`config.mk`:
```
export PLATFORM = sky130hd
export DESIGN_NAME = unibus_master
export DESIGN_NICKNAME = d
export VERILOG_FILES = /design/src/rtl/unibus_master_pkg.sv /design/src/rtl/unibus_master.sv
export SDC_FILE = /design/constraint.sdc
export NUM_CORES = 1
export LEC_CHECK = 0
export ABC_AREA = 0
export BUFFER_PORTS_ARGS = -buffer_cell sky130_fd_sc_hd__buf_4
export CORE_MARGIN = 2
export CORE_UTILIZATION = 50
export CTS_BUF_LIST = sky130_fd_sc_hd__clkbuf_8
export CTS_CLUSTER_DIAMETER = 60
export DETAILED_ROUTE_END_ITERATION = 8
export GPL_TIMING_DRIVEN = 0
export HOLD_SLACK_MARGIN = 0.12
export PLACE_DENSITY = 0.79
export REMOVE_ABC_BUFFERS = 1
export SETUP_SLACK_MARGIN = 0.4
export SLEW_MARGIN = 20
export SYNTH_ARGS = -nofsm -noshare
export SYNTH_HDL_FRONTEND = slang
export SYNTH_SLANG_ARGS = --single-unit
```
`constraint.sdc`:
```
create_clock -name CLOCK -period 3.3 [get_ports CLOCK]
set_input_delay 0.495 -clock CLOCK [delete_from_list [all_inputs] [get_ports CLOCK]]
set_output_delay 0.495 -clock CLOCK [all_outputs]
set_load 0.1 [all_outputs]
```
`src/rtl/unibus_master_pkg.sv`:
```
// rtl/unibus_master_pkg.sv - shared constants and state type for unibus_master
package unibus_master_pkg;

  localparam logic [1:0] FN_DATI  = 2'd0;
  localparam logic [1:0] FN_DATIP = 2'd1;
  localparam logic [1:0] FN_DATO  = 2'd2;
  localparam logic [1:0] FN_DATOB = 2'd3;

  localparam logic [31:0] UM_ID = 32'h424D1001;

  typedef enum logic [2:0] {
    ST_IDLE,
    ST_ARB,
    ST_SETUP,
    ST_WAITA,
    ST_LATCH,
    ST_WAITN,
    ST_DONE
  } um_state_e;

endpackage

```
`src/rtl/unibus_master.sv`:
```
// rtl/unibus_master.sv - Unibus initiator running one ARM-requested DATI/DATIP/DATO/DATOB cycle
module unibus_master
  import unibus_master_pkg::*;
#(
  parameter int unsigned SETUP   = 15,
  parameter int unsigned TIMEOUT = 1000
) (
  input  logic        CLOCK,
  input  logic        RESET,
  input  logic        armwrite,
  input  logic [1:0]  armraddr,
  input  logic [1:0]  armwaddr,
  input  logic [31:0] armwdata,
  output logic [31:0] armrdata,
  input  logic        init_in_h,
  input  logic        bbsy_in_h,
  input  logic        ssyn_in_h,
  input  logic [15:0] d_in_h,
  output logic [17:0] a_out_h,
  output logic [1:0]  c_out_h,
  output logic [15:0] d_out_h,
  output logic        msyn_out_h,
  output logic        bbsy_out_h
);

  localparam logic [15:0] SETUP_LD = 16'(SETUP);
  localparam logic [15:0] TMO_LD   = 16'(TIMEOUT);
  localparam logic [7:0]  SETUP_RD = 8'(SETUP);

  um_state_e   state_q, state_d;
  logic [15:0] cnt_q, cnt_d;
  logic        busy_q, busy_d, done_q, done_d, tmo_q, tmo_d;
  logic [17:0] addr_q, addr_d;
  logic [1:0]  func_q, func_d;
  logic [15:0] wdata_q, wdata_d, rdata_q, rdata_d;
  logic [17:0] a_q, a_d;
  logic [1:0]  c_q, c_d;
  logic [15:0] d_q, d_d;
  logic        msyn_q, msyn_d, bbsy_q, bbsy_d;
  logic        is_wr;
  logic        unused_wdata;

  assign is_wr        = (func_q == FN_DATO) || (func_q == FN_DATOB);
  assign unused_wdata = ^armwdata[30:20];

  always_ff @(posedge CLOCK or posedge RESET) begin
    if (RESET) begin
      state_q <= ST_IDLE;
      cnt_q   <= '0;
      busy_q  <= 1'b0;
      done_q  <= 1'b0;
      tmo_q   <= 1'b0;
      addr_q  <= '0;
      func_q  <= '0;
      wdata_q <= '0;
      rdata_q <= '0;
      a_q     <= '0;
      c_q     <= '0;
      d_q     <= '0;
      msyn_q  <= 1'b0;
      bbsy_q  <= 1'b0;
    end else begin
      state_q <= state_d;
      cnt_q   <= cnt_d;
      busy_q  <= busy_d;
      done_q  <= done_d;
      tmo_q   <= tmo_d;
      addr_q  <= addr_d;
      func_q  <= func_d;
      wdata_q <= wdata_d;
      rdata_q <= rdata_d;
      a_q     <= a_d;
      c_q     <= c_d;
      d_q     <= d_d;
      msyn_q  <= msyn_d;
      bbsy_q  <= bbsy_d;
    end
  end

  always_comb begin
    state_d = state_q;
    cnt_d   = cnt_q;
    busy_d  = busy_q;
    done_d  = done_q;
    tmo_d   = tmo_q;
    addr_d  = addr_q;
    func_d  = func_q;
    wdata_d = wdata_q;
    rdata_d = rdata_q;
    a_d     = a_q;
    c_d     = c_q;
    d_d     = d_q;
    msyn_d  = msyn_q;
    bbsy_d  = bbsy_q;
    if (init_in_h) begin
      // bus INIT aborts any cycle in flight but keeps the ARM-visible registers
      state_d = ST_IDLE;
      a_d     = '0;
      c_d     = '0;
      d_d     = '0;
      msyn_d  = 1'b0;
      bbsy_d  = 1'b0;
      if (busy_q) begin
        busy_d = 1'b0;
        done_d = 1'b1;
        tmo_d  = 1'b1;
      end
    end else begin
      case (state_q)
        ST_IDLE: ;
        ST_ARB: begin
          if (!bbsy_in_h) begin
            bbsy_d  = 1'b1;
            a_d     = addr_q;
            c_d     = func_q;
            d_d     = is_wr ? wdata_q : 16'd0;
            cnt_d   = SETUP_LD;
            state_d = ST_SETUP;
          end
        end
        ST_SETUP: begin
          if (cnt_q == 16'd0) begin
            msyn_d  = 1'b1;
            cnt_d   = TMO_LD;
            state_d = ST_WAITA;
          end else begin
            cnt_d = cnt_q - 16'd1;
          end
        end
        ST_WAITA: begin
          if (ssyn_in_h) begin
            state_d = ST_LATCH;
          end else if (cnt_q == 16'd0) begin
            tmo_d   = 1'b1;
            msyn_d  = 1'b0;
            cnt_d   = TMO_LD;
            state_d = ST_WAITN;
          end else begin
            cnt_d = cnt_q - 16'd1;
          end
        end
        ST_LATCH: begin
          // one clock after SSYN lets the slave's data settle before sampling
          if (!is_wr) rdata_d = d_in_h;
          msyn_d  = 1'b0;
          cnt_d   = TMO_LD;
          state_d = ST_WAITN;
        end
        ST_WAITN: begin
          if (!ssyn_in_h) begin
            state_d = ST_DONE;
          end else if (cnt_q == 16'd0) begin
            tmo_d   = 1'b1;
            state_d = ST_DONE;
          end else begin
            cnt_d = cnt_q - 16'd1;
          end
        end
        ST_DONE: begin
          a_d     = '0;
          c_d     = '0;
          d_d     = '0;
          bbsy_d  = 1'b0;
          busy_d  = 1'b0;
          done_d  = 1'b1;
          state_d = ST_IDLE;
        end
        default: state_d = ST_IDLE;
      endcase
      if (armwrite && armwaddr == 2'd1 && !busy_q) begin
        func_d = armwdata[19:18];
        addr_d = armwdata[17:0];
        done_d = 1'b0;
        tmo_d  = 1'b0;
        if (armwdata[31]) begin
          busy_d  = 1'b1;
          state_d = ST_ARB;
        end
      end
      if (armwrite && armwaddr == 2'd2) wdata_d = armwdata[15:0];
    end
  end

  always_comb begin
    armrdata = UM_ID;
    case (armraddr)
      2'd0: armrdata = UM_ID;
      2'd1: armrdata = {busy_q, done_q, tmo_q, 9'b0, func_q, addr_q};
      2'd2: armrdata = {rdata_q, wdata_q};
      default: armrdata = {TMO_LD, 8'h00, SETUP_RD};
    endcase
  end

  assign a_out_h    = a_q;
  assign c_out_h    = c_q;
  assign d_out_h    = d_q;
  assign msyn_out_h = msyn_q;
  assign bbsy_out_h = bbsy_q;

endmodule

```
# == Word level (Yosys, flattened, before mapping) ==
# Cells that the tools add are included.
# word_totals
ram_bits,0
input_bits,58
regBits,112
elab_cells,110
mem_count,0
mem_bits_ro,0
output_inout_bits,70
latch_bits,0
# op_classes
n_reduce_logical,21
n_lt_le_gt_ge,0
multipliers,0
mux,49
div,0
bitwise,2
n_eq_ne,23
n_shift,0
n_addsub,1
# ops
operator,n
$mux W16,8
$pmux W32 S3,1
$pmux W16 S5,1
$mux W18,2
$pmux W18 S2,1
$pmux W16 S2,1
$mux W3,9
$mux W1,19
$pmux W3 S6,1
$logic_not A16 Y1,1
$sub A16 B1 Y16 const B,1
$ne A3 B3 Y1 const B,4
$eq A3 B3 Y1 const B,3
$eq A2 B2 Y1 const B,4
$ne A2 B2 Y1 const B,4
$ne A4 B4 Y1 const B,2
$reduce_and A2 Y1,4
$reduce_and A4 Y1,2
$reduce_bool A4 Y1,2
$eq A3 B2 Y1 const B,2
$reduce_and A6 Y1,1
$reduce_bool A3 Y1,2
$reduce_bool A5 Y1,1
$eq A2 B1 Y1 const B,2
other kinds (13),18

# == Logic depth before layout (Yosys ltp) ==
# Gate-level depths: netlist of the first run.
# depth
word_depth,7
mapped_depth,9

# == Worst setup path after synthesis of the first run ==
# No wires, ideal clock.
# synth_timing
path_kind,input -> output
from,in armraddr[1]
to,out armrdata[30]
cell_stages,4
path_buffers,2
path_slack_ns,0.364
t_arrival_ns,2.441
path_cell_list,clkbuf_1 clkbuf_1 nor2b_1 a21oi_1
# synth_between
elab_chain_len,2
word_cells_on_any_way,4
classes_between,eq/ne: 2; mux: 1; reduce/logical: 1
# synth_lines
element,line,source
start: declaration,unibus_master.sv:11,"input logic [1:0] armraddr,"
"$eq A2 B2 Y1, or another cell as far along",unibus_master.sv:186,case (armraddr)
$pmux W32 S3 (*),unibus_master.sv:186,
end: declaration,unibus_master.sv:14,"output logic [31:0] armrdata,"
# Every way passes the cells marked *; elsewhere a longest branch is shown, timed or not.

# == Worst setup path in the final report of the first run ==
# layout_timing
from,reg state_q[0]
to,reg d_q[2] (netlist: d_out_h[2])
# layout_between
elab_chain_len,3
word_cells_on_any_way,7
classes_between,eq/ne: 3; mux: 2; reduce/logical: 2
# layout_lines
element,line,source
start: declaration,unibus_master.sv:30,"um_state_e state_q, state_d;"
start signal: assignment,unibus_master.sv:63,state_q <= state_d;
$eq A3 B3 Y1 or $eq A3 B1 Y1 (tied branches),unibus_master.sv:109,case (state_q)
"$pmux W16 S2, or another cell as far along",unibus_master.sv:109,
$mux W16 or $reduce_and A2 Y1 (tied branches),--,
end signal: assignment,unibus_master.sv:59,d_q <= '0;
end signal: assignment,unibus_master.sv:74,d_q <= d_d;
end: declaration,unibus_master.sv:38,"logic [15:0] d_q, d_d;"
# Several ways; a longest one is shown, not always the timed one.
# A chain may end at the register's enable or synchronous reset.

==> results of run 1 <==
-- logic make-up (layout without fill, tap and decap cells) --
logic type,after synthesis,in the layout
xor+xnor,3,3
flops,112,112
compound gates,126,128
fa+ha+maj,2,2
mux,55,55
buf+inv,37,144
simple gates,136,136
-- what timing repair did --
item | CTS | global route
hold buffers | 0 | 0
cloned | 1 | 1
setup endpoints to repair | 1 | 18
resized for setup | 0 | 1
endpoints found under the hold margin | 0 | 0
pin swaps | 1 | 0
setup buffers | 0 | 0
-- sequential cells by signal, summed over array words and instances (netlist names) --
signal and cells:
state_q 3, wdata_q 16, done_q 1, a_out_h 18, addr_q 18, rdata_q 16
cnt_q 16, busy_q 1, bbsy_out_h 1, tmo_q 1, d_out_h 16, func_q 2
c_out_h 2, msyn_out_h 1
-- cell type report --
cell class / count / share of cell area [%]
repair buffers: 121 / 14.74
inverters: 7 / 0.4823
well taps: 136 / 2.623
clock inverters: 7 / 1.138
flip-flops and latches: 112 / 43.21
clock buffers: 9 / 1.910
multi-input cells: 324 / 35.90
-- cells in the mapped netlist (all sizes together), types with 3 or more instances --
cell,number
dfrtp,112
mux2,52
nand2,49
a22o,36
o21ai,32
a21oi,26
nor2,24
clkbuf,20
nor2b,11
buf,10
nand2b,9
nor3,9
inv,7
o21a,7
or4,5
and2,4
nand3,4
nor4,4
a31oi,3
mux2i,3
o22a,3
o22ai,3
o31ai,3
-- through the flow --
step,instances,setup WS (ps),power (mW),hold WS [ps]
2_1_floorplan,441,-2461,2.773,467.3
3_3_place_gp,693,-5969,3.071,463.1
5_1_grt,716,514.4,4.064,174.6
4_1_cts,715,522.1,3.913,164.0
6_report,716,686.3,3.901,152.9
3_5_place_dp,698,401.0,3.123,474.3
-- path summary, 6_finish.rpt --
kind / from / to / slack (ps) / depth (start not counted)
setup / recovery: state_q[0] / d_out_h[2] / 690 / 4
hold / removal: RESET / wdata_q[4] / 150 / 2
setup reg to reg: state_q[0] / d_out_h[2] / 690 / 4
hold reg to reg: a_out_h[5] / a_out_h[5] / 500 / 2
max in group asynchronous: RESET / cnt_q[7] / 2500 / 3
min in group CLOCK: d_in_h[12] / rdata_q[12] / 340 / 2
-- critical path, delay by kind of cell (launching register included) --
family	cells	cell delay, ps
flops	1	600
compound gates	2	530
simple gates	2	1420
-- per-layer routing --
| metal | GRT usage (%) | vias up |
|---|---|---|
| met4 | 6.955 | 0 |
| met5 | 0 | - |
| met1 | 30.65 | 2042 |
| li1 | - | 1917 |
| met2 | 37.93 | 181 |
| met3 | 4.660 | 13 |
-- power breakdown --
| group | switching [mW] | internal, mW | leakage (nW) | total [mW] |
|---|---|---|---|---|
| Clock | 0.508 | 0.296 | 0.0972 | 0.804 |
| Combinational | 1.01 | 0.367 | 1.51 | 1.38 |
| Sequential | 0.156 | 1.57 | 1.45 | 1.72 |
==> flow_summary.yaml, run 1 <==
synthesis:
  ys_seq_elements: 112
  syn_area_sq_mm: 0.005195
  synth_edf_count: 0
  synthFlopType: "dfrtp_1"
  synth_top_family_by_area: "compound AO/OA/AOI/OAI gates"
  ys_async_sr_fraction_pct: 100.0
  synth-xor-area-share_pct: 0.5058
  yosys.area_share.adder_pct: 0.4817
  synthSimpleGateAreaFrac_pct: 13.87
  syn_avg_cell_area_sq_um: 11.03
  synthMuxAreaShare_pct: 11.85
  yosys.area.top_type_share_pct: 53.95
  yosys_warnings: 0
  ys_seq_area_share_pct: 53.95
  synth_cell_types: 54
  synth_compound_area_share_pct: 16.50
  synthTopCellsByArea: "dfrtp_1, mux2_2, a22o_1"
  synthCells: 471
  yosysTopAreaCell: "dfrtp_1"
critical_path:
  worstPathCellList: "nor2b_1, a21boi_4, nor2_2, a22o_1"
  worstPathRequired_ps: 3610
  cp-start-kind: "flop"
  crit_path_max_incr_delay_ps: 750
  cp.arrival_ps: 2920
  cp_slowest_cell: "nor2_2"
  crit_type: "flop to flop"
  end_kind: "flop"
  path_max_fanout: 17
placement:
  place.gp.congestion: 0.8560
  io_buffers: 116
  postPlaceCellArea_sq_mm: 0.006261
  dp_hpwl_um: 8694
cells_and_area:
  num-fill-cells: 811
  regArea_sq_mm: 0.002803
  antenna_cells: 0
  multi_input_area_sq_mm: 0.002328
  final_common_cell: "buf_4"
  syn_to_final_growth_pct: 24.86
  final_cell_mix: "buf_4, dfrtp_1, mux2_2"
  nets: 635
  fin_util_pct: 63.69
  final_area_sq_mm: 0.006486
  drive_gt1_share_pct: 36.21
route:
  drt_iter0_drc: 247
  top_layer: "met4"
  viasPerCell: 5.800
  drc: 0
  wire_per_inst_um: 17.99
  met3_length_um: 918
  via_count: 4153
  first_pass_iters: 5
  ant_nets: 0
  wl_met1_um: 5462
  dr_wl_met2_um: 6364
  wl_um: 12880
sta:
  finalSetupViolCount: 0
  max_freq_ghz: 0.3826
  rsz0062_at_grt: "no"
  worst_pin_slew_ps: 880.7
  slew_viol_final: 0
  timing.final.crit_share_pct: 79.20
  tns_ps: 0
  skew_ps: 13.24
  finalHoldViolCount: 0
  period_needed_ps: 2614
  timing.slew.headroom_pct: 41.10
clock_network:
  clk_latency_ps: 380
  clockBufferDepth: 2
  htree_num_levels: 3
  numCtsBuffers: 9
  cts_num_sinks: 112
  cts.reportedPaths.clkPinSlew_ps: 110
  clockRootBuffer: "clkbuf_8"
  cts_tree: "yes"
global_routing:
  grt-ovfl-total: 0
  antenna_found_initial: 0
  grt_pass1_vias: 4103
  grt_max_degree: 61
  grt_use_total_pct: 22.90
  grt_first_pass_wirelength_um: 20340
floorplanning:
  rows: 37
  design.die.area_sq_mm: 0.01122
  die_h_um: 105.9
  coreArea_sq_mm: 0.01018
  ios: 128
  die-width_um: 105.9
  start_util_pct: 51.01
power:
  p_per_area_mw_per_mm2: 601.4
  leakage_nw: 3.057
  peakVddDrop_uv: 339.8
min_path:
  hp-class: "primary input to asynchronous set/reset pin"
status:
  status: "finished clean"
job:
  max_cap_viol_count: 0
No activity file was read; power rests on OpenSTA's default activity.
==> inputs of run 2 (changes only) <==
ABC_AREA = 1   (was 0)
CORE_UTILIZATION = 56   (was 50)
PLACE_DENSITY = 0.83   (was 0.79)
clock period = 2.55 ns   (was 3.3 ns; I/O delays follow)
==> run 2 against run 1 <==
Core utilization rose by 9.2 points; final cell count grew 28%; area after synthesis increased by 3.4%; sequential power increased by 20%; register-to-register slack worse by 80 ps; clock skew rose by 3.4 ps; worst hold slack gained 60 ps; clock power up 39%; first-iteration DRC count grew 38%; critical endpoint is now armrdata[13]; largest cell class unchanged.
==> flow_summary.yaml, run 2 <==
clock_network:
  htree_num_levels: 3
  numCtsBuffers: 9
  clockBufferDepth: 2
  clockRootBuffer: "clkbuf_8"
  cts_tree: "yes"
  cts.reportedPaths.clkPinSlew_ps: 100
  clk_latency_ps: 380
  cts_num_sinks: 112
floorplanning:
  start_util_pct: 57.87
  die-width_um: 102.0
  ios: 128
  rows: 35
  die_h_um: 102.0
  design.die.area_sq_mm: 0.01039
  coreArea_sq_mm: 0.009284
global_routing:
  grt_pass1_vias: 4960
  antenna_found_initial: 0
  grt_use_total_pct: 28.43
  grt_first_pass_wirelength_um: 23270
  grt-ovfl-total: 0
  grt_max_degree: 78
sta:
  worst_pin_slew_ps: 679.2
  timing.final.crit_share_pct: 83.72
  rsz0062_at_grt: "yes"
  slew_viol_final: 0
  period_needed_ps: 2135
  finalSetupViolCount: 0
  skew_ps: 16.62
  finalHoldViolCount: 0
  timing.slew.headroom_pct: 54.67
  max_freq_ghz: 0.4684
critical_path:
  cp.arrival_ps: 1750
  cp_slowest_cell: "o22ai_1"
  cpMostUsedCell: "buf_4"
  path_max_fanout: 10
  worstPathCellList: "buf_4, inv_1, nor2_4, clkinvlp_4, buf_4, o22ai_1, buf_6"
  cp-start-kind: "primary input"
  end_kind: "output port"
  worstPathRequired_ps: 2170
  crit_type: "primary input to output port"
  crit_path_max_incr_delay_ps: 280
power:
  combPwrFrac_pct: 30.8
  leakage_nw: 3.549
  p_switching_mw: 1.768
  total_power_mw: 4.588
  power_frac_seq_pct: 44.9
  peakVddDrop_uv: 597.0
  clock_power_share_pct: 24.3
  p_per_area_mw_per_mm2: 678.1
  p_sw_share_pct: 38.53
  internal-power_mw: 2.820
cells_and_area:
  nets: 841
  fin_util_pct: 72.88
  final_cell_mix: "nand2_1, buf_4, dfrtp_1"
  syn_to_final_growth_pct: 25.94
  antenna_cells: 0
  final_common_cell: "nand2_1"
  drive_gt1_share_pct: 23.06
synthesis:
  yosys.area.top_type_share_pct: 52.17
  ys_async_sr_fraction_pct: 100.0
  synthCells: 662
  synthTopCellsByArea: "dfrtp_1, nand2_1, nand3_1"
  synthFlopType: "dfrtp_1"
  syn_area_sq_mm: 0.005373
  synth_commonest_cells: "nand2_1, dfrtp_1, inv_1"
  ys_seq_elements: 112
  synth_most_common_cell: "nand2_1"
  syn_avg_cell_area_sq_um: 8.116
  ys_seq_area_share_pct: 52.17
  yosysTopAreaCell: "dfrtp_1"
  synth_edf_count: 0
  yosys_warnings: 0
  synth_cell_types: 34
route:
  viasPerCell: 5.507
  wire_per_inst_um: 16.02
  drt_iter0_drc: 341
  drc: 0
  via_count: 5033
  first_pass_iters: 5
  wl_um: 14640
  ant_nets: 0
placement:
  io_buffers: 116
  place.gp.congestion: 0.8964
  dp_hpwl_um: 9518
min_path:
  hp-class: "primary input to flop"
status:
  status: "finished clean"
job:
  max_cap_viol_count: 0
run 2: cell types whose count changed after synthesis, sizes merged, moves of 13 or more:
cell and change:
inv +80, nor2 +44, o22ai +13, nand3 +68
nand2 +91, a22o -36, mux2 -45, o21ai +41
run 2: layer usage:
layer  global-route usage [%]  wire length (um)  vias up
met4                    7.692               264        0
met3                    9.029              1186       24
met2                    47.42              7391      181
li1                         -                 -     2389
met5                        0                 0        -
met1                    36.20              5796     2439
run 2: per-stage QoR:
| step | std cells | hold slack (ps) | TNS, ps | setup WS (ps) | area (sq um) |
|---|---|---|---|---|---|
| floorplan | 636 | 458.8 | -94570 | -862.1 | 5249 |
| global placement | 881 | 469.3 | -227690 | -1977 | 6281 |
| detailed placement | 883 | 402.0 | 0 | 228.7 | 6349 |
| CTS | 905 | 199.2 | 0 | 307.8 | 6618 |
| global route | 914 | 198.0 | 0 | 369.6 | 6766 |
| finish | 914 | 213.1 | 0 | 415.2 | 6766 |
run 2: worst paths after layout:
| kind | from | endpoint | slack, ps | cells after the start |
|---|---|---|---|---|
| setup / recovery | armraddr[1] | armrdata[13] | 420 | 7 |
| hold / removal | d_in_h[0] | rdata_q[0] | 210 | 2 |
| setup reg to reg | state_q[1] | d_out_h[7] | 610 | 5 |
| hold reg to reg | rdata_q[0] | rdata_q[0] | 510 | 1 |
| max in group asynchronous | RESET | rdata_q[11] | 1330 | 4 |
| min in group asynchronous | RESET | cnt_q[8] | 540 | 3 |
run 2: area by class of cell:
type / instances / area [sq um]
inverters: 87 / 341.6
well taps: 129 / 161.4
multi-input cells: 437 / 2167
repair inverters: 2 / 15.01
fillers: 704 / 2517
clock inverters: 5 / 65.06
repair buffers: 132 / 1076
flip-flops and latches: 112 / 2803
clock buffers: 10 / 137.6
run 2: timing repair:
item | CTS | global route
hold endpoints to repair | 35 | 0
cloned | 1 | 1
endpoints found under the setup margin | 55 | 47
hold buffers | 1 | 0
gates resized for setup | 4 | 14
buffers inserted | 5 | 8
pin swaps | 0 | 2
run 2: kinds of logic (layout without fill, tap and decap cells):
group	Yosys count	count (layout)	share of synthesized area [%]
AND/OR/NAND/NOR	288	288	22.89
AO/OA/AOI/OAI	134	134	13.60
buffers and inverters	113	236	8.430
flip-flops	112	112	52.17
multiplexers	7	7	1.467
XOR/XNOR	6	6	0.9781
adder cells (fa/ha/maj)	2	2	0.4657
run 2: power by group through the flow:
stage | sequential, mW | clock [mW] | combinational (mW)
after floorplan | 2.13 | 0 | 0.982
final | 2.06 | 1.12 | 1.41
after CTS | 2.06 | 1.13 | 1.37
after global routing | 2.08 | 1.19 | 1.53
after detailed placement | 2.09 | 0 | 1.36
after global placement | 2.08 | 0 | 1.31
run 2: worst max-delay path: cells and delay by family:
family                 cells  cell delay, ps
and+or+nand+nor            1             230
AOI/OAI and AO/OA          1             280
buffers and inverters      5             850
